## config.mk

```make
export PLATFORM = sky130hd
export DESIGN_NAME = axi_analysis
export DESIGN_NICKNAME = d
export VERILOG_FILES = /design/src/rtl/axi_analysis.sv
export SDC_FILE = /design/constraint.sdc
export NUM_CORES = 2
export LEC_CHECK = 0
export ABC_AREA = 1
export BUFFER_PORTS_ARGS = -buffer_cell sky130_fd_sc_hd__buf_2
export CORE_AREA = 2 2 455 457
export CTS_BUF_LIST = sky130_fd_sc_hd__clkbuf_8
export CTS_CLUSTER_SIZE = 40
export DETAILED_ROUTE_END_ITERATION = 16
export DIE_AREA = 0 0 457 459
export MAX_ROUTING_LAYER = met4
export PLACE_DENSITY = 0.4
export RECOVER_POWER = 25
export SLEW_MARGIN = 0
export SYNTH_ARGS = -nofsm -noshare
export SYNTH_HDL_FRONTEND = slang
export SYNTH_SLANG_ARGS = --single-unit
```

## constraint.sdc

```tcl
create_clock -name clock -period 3.4 [get_ports clock]
set_input_delay 0.34 -clock clock [delete_from_list [all_inputs] [get_ports clock]]
set_output_delay 0.34 -clock clock [all_outputs]
set_load 0.05 [all_outputs]
```

## src/rtl/axi_analysis.sv

```systemverilog
// Receive-side L4 classifier: parses IPv4 + UDP/TCP headers from a 32-bit stream, captures payload, emits one record.
// States: HDR parse headers | PAYLOAD capture bytes | DROP discard to tlast | OUT hold record until taken
module axi_analysis #(
    parameter int DATA_W      = 32,
    parameter int MAX_PAYLOAD = 64
) (
    input  logic                     clock,
    input  logic                     reset,
    input  logic                     io_in_tvalid,
    output logic                     io_in_tready,
    input  logic [DATA_W-1:0]        io_in_tdata,
    input  logic [DATA_W/8-1:0]      io_in_tkeep,
    input  logic [DATA_W/8-1:0]      io_in_tstrb,
    input  logic                     io_in_tlast,
    input  logic [3:0]               io_in_tid,
    input  logic [3:0]               io_in_tdest,
    input  logic [3:0]               io_in_tuser,
    input  logic                     io_out_udp_ready,
    output logic                     io_out_udp_valid,
    output logic [8*MAX_PAYLOAD-1:0] io_out_udp_bits_data,
    output logic [15:0]              io_out_udp_bits_len,
    output logic [15:0]              io_out_udp_bits_udp_head_src_port,
    output logic [15:0]              io_out_udp_bits_udp_head_dst_port,
    output logic [15:0]              io_out_udp_bits_udp_head_length,
    output logic [15:0]              io_out_udp_bits_udp_head_checksum,
    input  logic                     io_out_tcp_ready,
    output logic                     io_out_tcp_valid,
    output logic [8*MAX_PAYLOAD-1:0] io_out_tcp_bits_data,
    output logic [15:0]              io_out_tcp_bits_len
);
    localparam int KW    = DATA_W / 8;
    localparam int BUF_W = 8 * MAX_PAYLOAD;
    localparam int LEN_W = $clog2(MAX_PAYLOAD + 1);

    typedef enum logic [1:0] {S_HDR, S_PAYLOAD, S_DROP, S_OUT} state_t;

    state_t             state_q;
    logic [5:0]         w_q;
    logic [3:0]         ihl_q, doff_q;
    logic               is_tcp_q;
    logic [15:0]        src_q, dst_q, ulen_q, csum_q;
    logic [BUF_W-1:0]   data_q, data_d;
    logic [LEN_W-1:0]   len_q, len_d;
    logic               udp_valid_q, tcp_valid_q;

    logic               beat, hdr_end, hdr_bad, rec_taken;
    logic [5:0]         ihl_w, doff_w;
    logic               unused_ok;

    assign unused_ok = ^{io_in_tstrb, io_in_tid, io_in_tdest, io_in_tuser};

    assign io_in_tready = (state_q != S_OUT);
    assign beat         = io_in_tvalid && io_in_tready;
    assign ihl_w        = {2'b00, ihl_q};
    assign doff_w       = {2'b00, doff_q};
    assign rec_taken    = (udp_valid_q && io_out_udp_ready) || (tcp_valid_q && io_out_tcp_ready);

    // ihl_q/is_tcp_q/doff_q are only trusted once the word that defines them has gone by
    assign hdr_end = is_tcp_q ? (w_q > ihl_w + 6'd3 && w_q == ihl_w + doff_w - 6'd1)
                              : (w_q >= 6'd3 && w_q == ihl_w + 6'd1);

    assign hdr_bad = (w_q == 6'd0 && (io_in_tdata[31:28] != 4'd4 || io_in_tdata[27:24] < 4'd5))
                  || (w_q == 6'd2 && io_in_tdata[23:16] != 8'd17 && io_in_tdata[23:16] != 8'd6)
                  || (is_tcp_q && w_q >= 6'd3 && w_q == ihl_w + 6'd3 && io_in_tdata[31:28] < 4'd5);

    // tkeep is contiguous from the MSB lane, so bytes land at consecutive positions
    always_comb begin
        data_d = data_q;
        len_d  = len_q;
        for (int k = 0; k < KW; k++) begin
            if (io_in_tkeep[KW-1-k] && len_d < LEN_W'(MAX_PAYLOAD)) begin
                data_d[BUF_W-1-8*int'(len_d) -: 8] = io_in_tdata[DATA_W-1-8*k -: 8];
                len_d = len_d + LEN_W'(1);
            end
        end
    end

    always_ff @(posedge clock) begin
        if (reset) begin
            state_q     <= S_HDR;
            w_q         <= '0;
            ihl_q       <= '0;
            doff_q      <= '0;
            is_tcp_q    <= 1'b0;
            src_q       <= '0;
            dst_q       <= '0;
            ulen_q      <= '0;
            csum_q      <= '0;
            data_q      <= '0;
            len_q       <= '0;
            udp_valid_q <= 1'b0;
            tcp_valid_q <= 1'b0;
        end else begin
            case (state_q)
                S_HDR: if (beat) begin
                    w_q <= w_q + 6'd1;
                    if (w_q == 6'd0) ihl_q <= io_in_tdata[27:24];
                    if (w_q == 6'd2) is_tcp_q <= (io_in_tdata[23:16] == 8'd6);
                    if (!is_tcp_q && w_q >= 6'd3 && w_q == ihl_w) begin
                        src_q <= io_in_tdata[31:16];
                        dst_q <= io_in_tdata[15:0];
                    end
                    if (!is_tcp_q && w_q >= 6'd3 && w_q == ihl_w + 6'd1) begin
                        ulen_q <= io_in_tdata[31:16];
                        csum_q <= io_in_tdata[15:0];
                    end
                    if (is_tcp_q && w_q >= 6'd3 && w_q == ihl_w + 6'd3) doff_q <= io_in_tdata[31:28];
                    if (io_in_tlast) begin
                        w_q <= '0;
                        if (hdr_end) begin
                            state_q     <= S_OUT;
                            udp_valid_q <= !is_tcp_q;
                            tcp_valid_q <= is_tcp_q;
                        end
                    end else if (hdr_bad) begin
                        w_q     <= '0;
                        state_q <= S_DROP;
                    end else if (hdr_end) begin
                        w_q     <= '0;
                        state_q <= S_PAYLOAD;
                    end
                end
                S_PAYLOAD: if (beat) begin
                    data_q <= data_d;
                    len_q  <= len_d;
                    if (io_in_tlast) begin
                        state_q     <= S_OUT;
                        udp_valid_q <= !is_tcp_q;
                        tcp_valid_q <= is_tcp_q;
                    end
                end
                S_DROP: if (beat && io_in_tlast) state_q <= S_HDR;
                S_OUT: if (rec_taken) begin
                    udp_valid_q <= 1'b0;
                    tcp_valid_q <= 1'b0;
                    data_q      <= '0;
                    len_q       <= '0;
                    state_q     <= S_HDR;
                end
                default: state_q <= S_HDR;
            endcase
        end
    end

    assign io_out_udp_valid                  = udp_valid_q;
    assign io_out_udp_bits_data              = data_q;
    assign io_out_udp_bits_len               = 16'(len_q);
    assign io_out_udp_bits_udp_head_src_port = src_q;
    assign io_out_udp_bits_udp_head_dst_port = dst_q;
    assign io_out_udp_bits_udp_head_length   = ulen_q;
    assign io_out_udp_bits_udp_head_checksum = csum_q;
    assign io_out_tcp_valid                  = tcp_valid_q;
    assign io_out_tcp_bits_data              = data_q;
    assign io_out_tcp_bits_len               = 16'(len_q);
endmodule

```

* After elaboration in Yosys (flattened, before gate mapping)
Index checks and enable logic that the tools add are counted.
** Storage, ports and cells
- Flip-flop bits (word level) :: 602
- Output and inout bits :: 1123
** Cells by class
- $add $sub $neg :: 17
- Magnitude comparators :: 8
- Eq/ne operators :: 22
- Shifts and indexed selects :: 8
- Multiplexer cells :: 45
- Reductions and logical operators :: 37
** Operator list (number)
- $mux W512 :: 6
- $shift A8 B33 Y519 const A :: 4
- $shiftx A8 B33 Y519 :: 4
- $bwmux W512 :: 4
- $pmux W512 S2 :: 1
- $neg A11 Y33 :: 4
- $sub A9 B10 Y11 const A :: 4
- $mux W7 :: 6
- $add A7 B1 Y7 const B :: 4
- $lt A7 B7 Y1 const B :: 4
- $logic_and A1 B1 Y1 :: 19
- $mux W2 :: 9
- $mux W6 :: 3
- $reduce_and A3 Y1 :: 6
- $ne A2 B2 Y1 const B :: 8
- $pmux W7 S2 :: 1
- $reduce_and A7 Y1 :: 2
- $eq A6 B5 Y1 :: 2
- $mux W1 :: 12
- $eq A8 B3 Y1 const B :: 1
- $lt A4 B3 Y1 const B :: 2
- $ne A8 B3 Y1 const B :: 1
- $ne A8 B5 Y1 const B :: 1
- $pmux W2 S4 :: 1
- other kinds (22) :: 28

* Longest topological paths before layout
- Word-level depth :: 16
- Mapped depth :: 23

* Worst setup path before layout
No wires, ideal clock.
- Path kind :: reg2reg
- Start :: register len_q[1]
- End :: register data_q[372] (netlist: io_out_tcp_bits_data[372])
- Library setup time :: 0.132 ns
- Arrival time :: 3.404 ns
- Slack :: -0.136 ns
- Stages on the path, launching flop included :: 17
- Path buffers :: 3
- Cells stage by stage :: dfxtp_1 > ha_1 > nand3_1 > nand2_2 > ha_1 > nand4_1 > nand2_1 > ha_1 > nand3_1 > nor2_4 > xor2_2 > buf_2 > buf_2 > clkbuf_1 > nand4_1 > nand3_1 > a21oi_1
** Between the ends
- Word-level cells in the longest chain between the ends :: 16
** RTL lines
- from (decl) :: RTL line 43 : logic [LEN_W-1:0] len_q, len_d;
- from (signal assigned) :: RTL line 125 : len_q <= len_d;
- $lt A7 B7 Y1 :: RTL line 71 : if (io_in_tkeep[KW-1-k] && len_d < LEN_W'(MAX_PAYLOAD)) begin
- $logic_and A1 B1 Y1 :: RTL line 71
- $mux W7 :: RTL line 71
- $lt A7 B7 Y1 :: RTL line 71
- $logic_and A1 B1 Y1 :: RTL line 71
- $mux W7 :: RTL line 71
- $lt A7 B7 Y1 :: RTL line 71
- $logic_and A1 B1 Y1 :: RTL line 71
- $mux W7 :: RTL line 71
- $sub A9 B10 Y11 :: RTL line 72 : data_d[BUF_W-1-8*int'(len_d) -: 8] = io_in_tdata[DATA_W-1-8*k -: 8];
- $neg A11 Y33 :: RTL line 72
- $shiftx A8 B33 Y519 / $shift A8 B33 Y519 (equally long branches) :: RTL line 72
- $bwmux W512 :: RTL line 72
- $mux W512 (*) :: RTL line 71
- $mux W512 (*) :: RTL line 123 : S_PAYLOAD: if (beat) begin
- $pmux W512 S2 (*) :: RTL line 94 : case (state_q)
- to (signal assigned) :: RTL line 124 : data_q <= data_d;
- to (decl) :: RTL line 42 : logic [BUF_W-1:0] data_q, data_d;
Every way passes the cells marked *; elsewhere a longest branch is shown, timed or not. The select of a mux whose other input is x is not followed.
A chain may end at the register's enable or synchronous reset.

* Final worst setup path
- Start :: register len_q[0]
- End :: register data_q[476] (netlist: io_out_tcp_bits_data[476])
Same word-level chain as after synthesis.

==> results.txt <==
The global-route usage over all layers came out at 34.4%. At the pin with the least slew margin, the transition time is 1140 ps. Leaving out fill and tap cells, the most frequent cell in the layout is nand2_1.

STA classifies the critical path startpoint as a flop. The via count of the first global-routing pass is 59250. The worst path arrival time came out at 4120 ps. Measured in cells, the most critical reg-to-reg path has a length of 20.

The element type at the critical path end is a flop. The count of endpoints failing setup in the final report is 0. The cell type with the highest aggregate area in the netlist is dfxtp_1. The count of unresolved DRC violations after routing is 0. The met1 usage came out at 44.5%.

The flow ran to the end, and the final reports show no timing, DRC or antenna violations. The worst-case IR drop observed on VDD is 0.447 mV. The synthesis-to-layout area growth came out at 25.7%.

The die is 459 um tall. The number of I/O port buffers is 1146. Across all layers, the routed design uses 67669 vias. The wire-length estimate of the detail-placed layout is 245 mm. The area of the die came out at 210000 um^2. The core box area is 206000 um^2.

The worst-case headroom to the max-slew limit is 24.0%. The type of the worst min-delay path is primary input to flop. Excluding fillers, the count of instances in the completed layout stands at 12279.

Global routing finished with a remaining overflow of 0. The filler cell count in the final layout is 23095. The fraction of layout cells with a size suffix above 1 came out at 20.4%. The data required time of the critical path is 4200 ps. For this run, the share of the core covered by cells in the final layout is 31.1%. The DRC violation total after the first TritonRoute iteration came out at 8866. The congestion estimate from routability-driven global placement came to 0.983. The number of buffers on the longest clock path is 3. The synthesized cell area is 50900 um^2. CTS built an H-tree with a depth of 4. The pin count of the biggest net entering global routing came out at 146.

The number of endpoints with negative hold slack in the final report came out at 0. The cell total after placement came out at 11949. The startpoint identified for the worst register-to-register timing path is len_q[0]. The die outline width is 457 um. Following the worst setup path forward leads to its endpoint at io_out_tcp_bits_data[476]. Leaving out fill and tap cells, the most frequent cells in the layout are 2744 x nand2_1, 1076 x o21ai_0, 770 x nand3_1, 724 x buf_2, 683 x a21oi_1. The final period demand of the worst path is 3320 ps. The flop and latch count out of synthesis is 602. For this configuration, the core starts out at a cell density of 24.7%. Between clock sinks in the finished design, the worst skew comes to 46.8 ps. The met3 usage in global routing came out at 6.53%. The final cycle utilization of the critical path is 97.8%. The tool flagged a number of max-cap violations equal to 0.

The power density over the cells is 391 nW/um^2. The floorplan has 167 rows. The via density per instance is 5.51. The clock transition at the register clock pins on the worst setup and hold paths after CTS came out at 60 ps. The worst register-to-register path has a setup slack of 80 ps. The number of antenna violations at the first check in global routing is 31. The warning count from the yosys run is 0.

The clock tree root driver cell is clkbuf_8. The setup slack after placement is -319 ps. The CTS tree is yes. Setup repair after global routing could not meet its margin everywhere. The number of sinks handled by clock tree synthesis is 602.

In this run the static leakage power is 27.3 nW. The top-level port count is 1181. After synthesis, the cell types taking the most area are dfxtp_1 24%, nand2_1 21%, o21ai_0 11%. After synthesis, the netlist uses 51 different library cells. The final wirelength is 371 mm. The share of synthesized area in the top cell type comes to 23.7%. The remaining number of nets flagged by the antenna check after routing came out at 0. By startpoint and endpoint, the worst setup path is classified as flop to flop. The fraction of the yosys area taken by sequential cells came out at 23.7%.

The insertion delay to the later sink of the worst-skew pair is 1000 ps. Synthesis handed over a netlist of 8696 instances. The peak fanout along the critical path is 12. The per-instance average area after synthesis came out at 5.85 um^2.

Dividing the detail-routed wire length by the instance count gives 30.2 um. The worst-case setup margin in the final layout is 76.1 ps. The number of pins exceeding their max-slew limit in the final report is 0.

The first global-routing pass estimated 496 mm of wire. The number of detailed-routing iterations run before antenna repair came out at 8. The total clock buffers created by CTS came out at 136. The worst register-to-register path ends at io_out_tcp_bits_data[476].

The most congested layer reported by global routing is met2. The top achievable clock speed is 0.301 GHz. The final layout net count came out at 9542. The critical path starts at len_q[0]. The global routing usage on met2 came out at 51.5%.
worst max-delay path, stage by stage, from the launching register on:
cell and delay (ps):
dfxtp_4 350, ha_4 270, nand3_2 90, nand2_4 100, ha_4 140, nand3_1 100, nor2_2 180, nand3_2 130
nand3_4 120, buf_12 130, nor2_4 50, nand2_2 120, buf_6 150, nand4_4 120, buf_4 200, nor3_4 210
buf_4 230, clkbuf_16 200, nand4_1 90, nand3_1 110, a21oi_1 60
cells in the mapped netlist, drive strengths merged:
master and n:
nand4 361, o31ai 3, nor3 31, conb 1, buf 704, nor4 7
nand2 2812, nand3 809, a31oi 9, xor2 9, o21a 3, a221o 1
a221oi 2, fa 1, o211a 1, clkbuf 556, a22oi 1, ha 21
o2111ai 1, o221ai 1, clkinv 22, or2 4, o21ai 1113, nor2 288
xnor2 4, a21oi 694, inv 358, o22ai 4, mux2i 75, dfxtp 602
o21bai 1, o211ai 188, a211oi 9
cell type report:
cell class                 instances  area (um^2)  share of cell area (%)
timing repair inverter             1         7.51                  0.0117
sequential                       602        12100                    18.9
antenna                           14         35.0                  0.0548
clock inverter                    66          374                   0.585
timing repair buffer            1870        12800                    20.0
clock buffer                     171         2350                    3.68
tap                             2704         3380                    5.29
multi-input combinational       6471        31400                    49.1
inverter                         380         1540                    2.40
how the worst min path moves through the flow:
stage | from | endpoint | slack, ps | cells past startpoint
CTS | io_in_tdata[26] | ihl_q[2] | 9 | 4
floorplan | w_q[5] | w_q[5] | 480 | 2
global route | io_in_tdata[26] | ihl_q[2] | 90 | 4
global placement | io_out_tcp_bits_data[277] | io_out_tcp_bits_data[277] | 490 | 2
finish | io_in_tdata[24] | ihl_q[0] | 100 | 4
detailed placement | io_out_tcp_bits_data[443] | io_out_tcp_bits_data[443] | 490 | 2
where the power goes:
part / switching [W] / leakage [nW] / total [W] / internal (W)
clock: 0.00429 / 1.56 / 0.00885 / 0.00456
sequential: 0.000177 / 4.85 / 0.00739 / 0.00721
combinational: 0.00666 / 20.9 / 0.00873 / 0.00208
what timing repair did:
action	4_1_cts	5_1_grt
gates resized for setup	54	198
hold buffers	19	0
buffers inserted	12	34
hold endpoints to repair	89	0
gates cloned	5	10
pin swaps	15	33
endpoints found under the setup margin	287	513
cell families (layout without fill, tap and decap cells):
group,after synthesis,after routing,synth area share (%)
AOI/OAI and AO/OA,2031,2031,21.1
xor gates and xnor gates,13,13,0.253
adders and majority gates,22,22,0.556
buffers and inverters,1640,2488,16.5
DFF,602,602,23.7
muxes,75,75,1.48
other,1,32,0.00737
and+or+nand+nor,4312,4312,36.4
registers in the layout (all words and copies together) (netlist names), 2 cells and up:
signal                             count
io_out_udp_bits_udp_head_src_port     16
state_q                                2
io_out_udp_bits_udp_head_dst_port     16
w_q                                    6
doff_q                                 4
ihl_q                                  4
io_out_udp_bits_udp_head_checksum     16
io_out_tcp_bits_data                 512
io_out_udp_bits_udp_head_length       16
len_q                                  7
routing by layer:
layer | part of all wire, % | vias to the layer above
met5 | 0 | -
met4 | 5.3 | 0
met2 | 43 | 4307
met3 | 9.7 | 830
met1 | 42 | 32261
li1 | - | 30271
metrics by stage:
step,power (W),hold WS (ps),cell area [um^2],setup TNS (ps)
after global routing,0.0258,86.8,63900,-413
after floorplan,0.0118,485,50900,0
after detailed placement,0.0157,492,59800,-17240
final,0.0250,101,63900,0
after global placement,0.0157,488,59800,-18900
after CTS,0.0247,8.51,63200,0
Power figures use the tool's default switching activity.
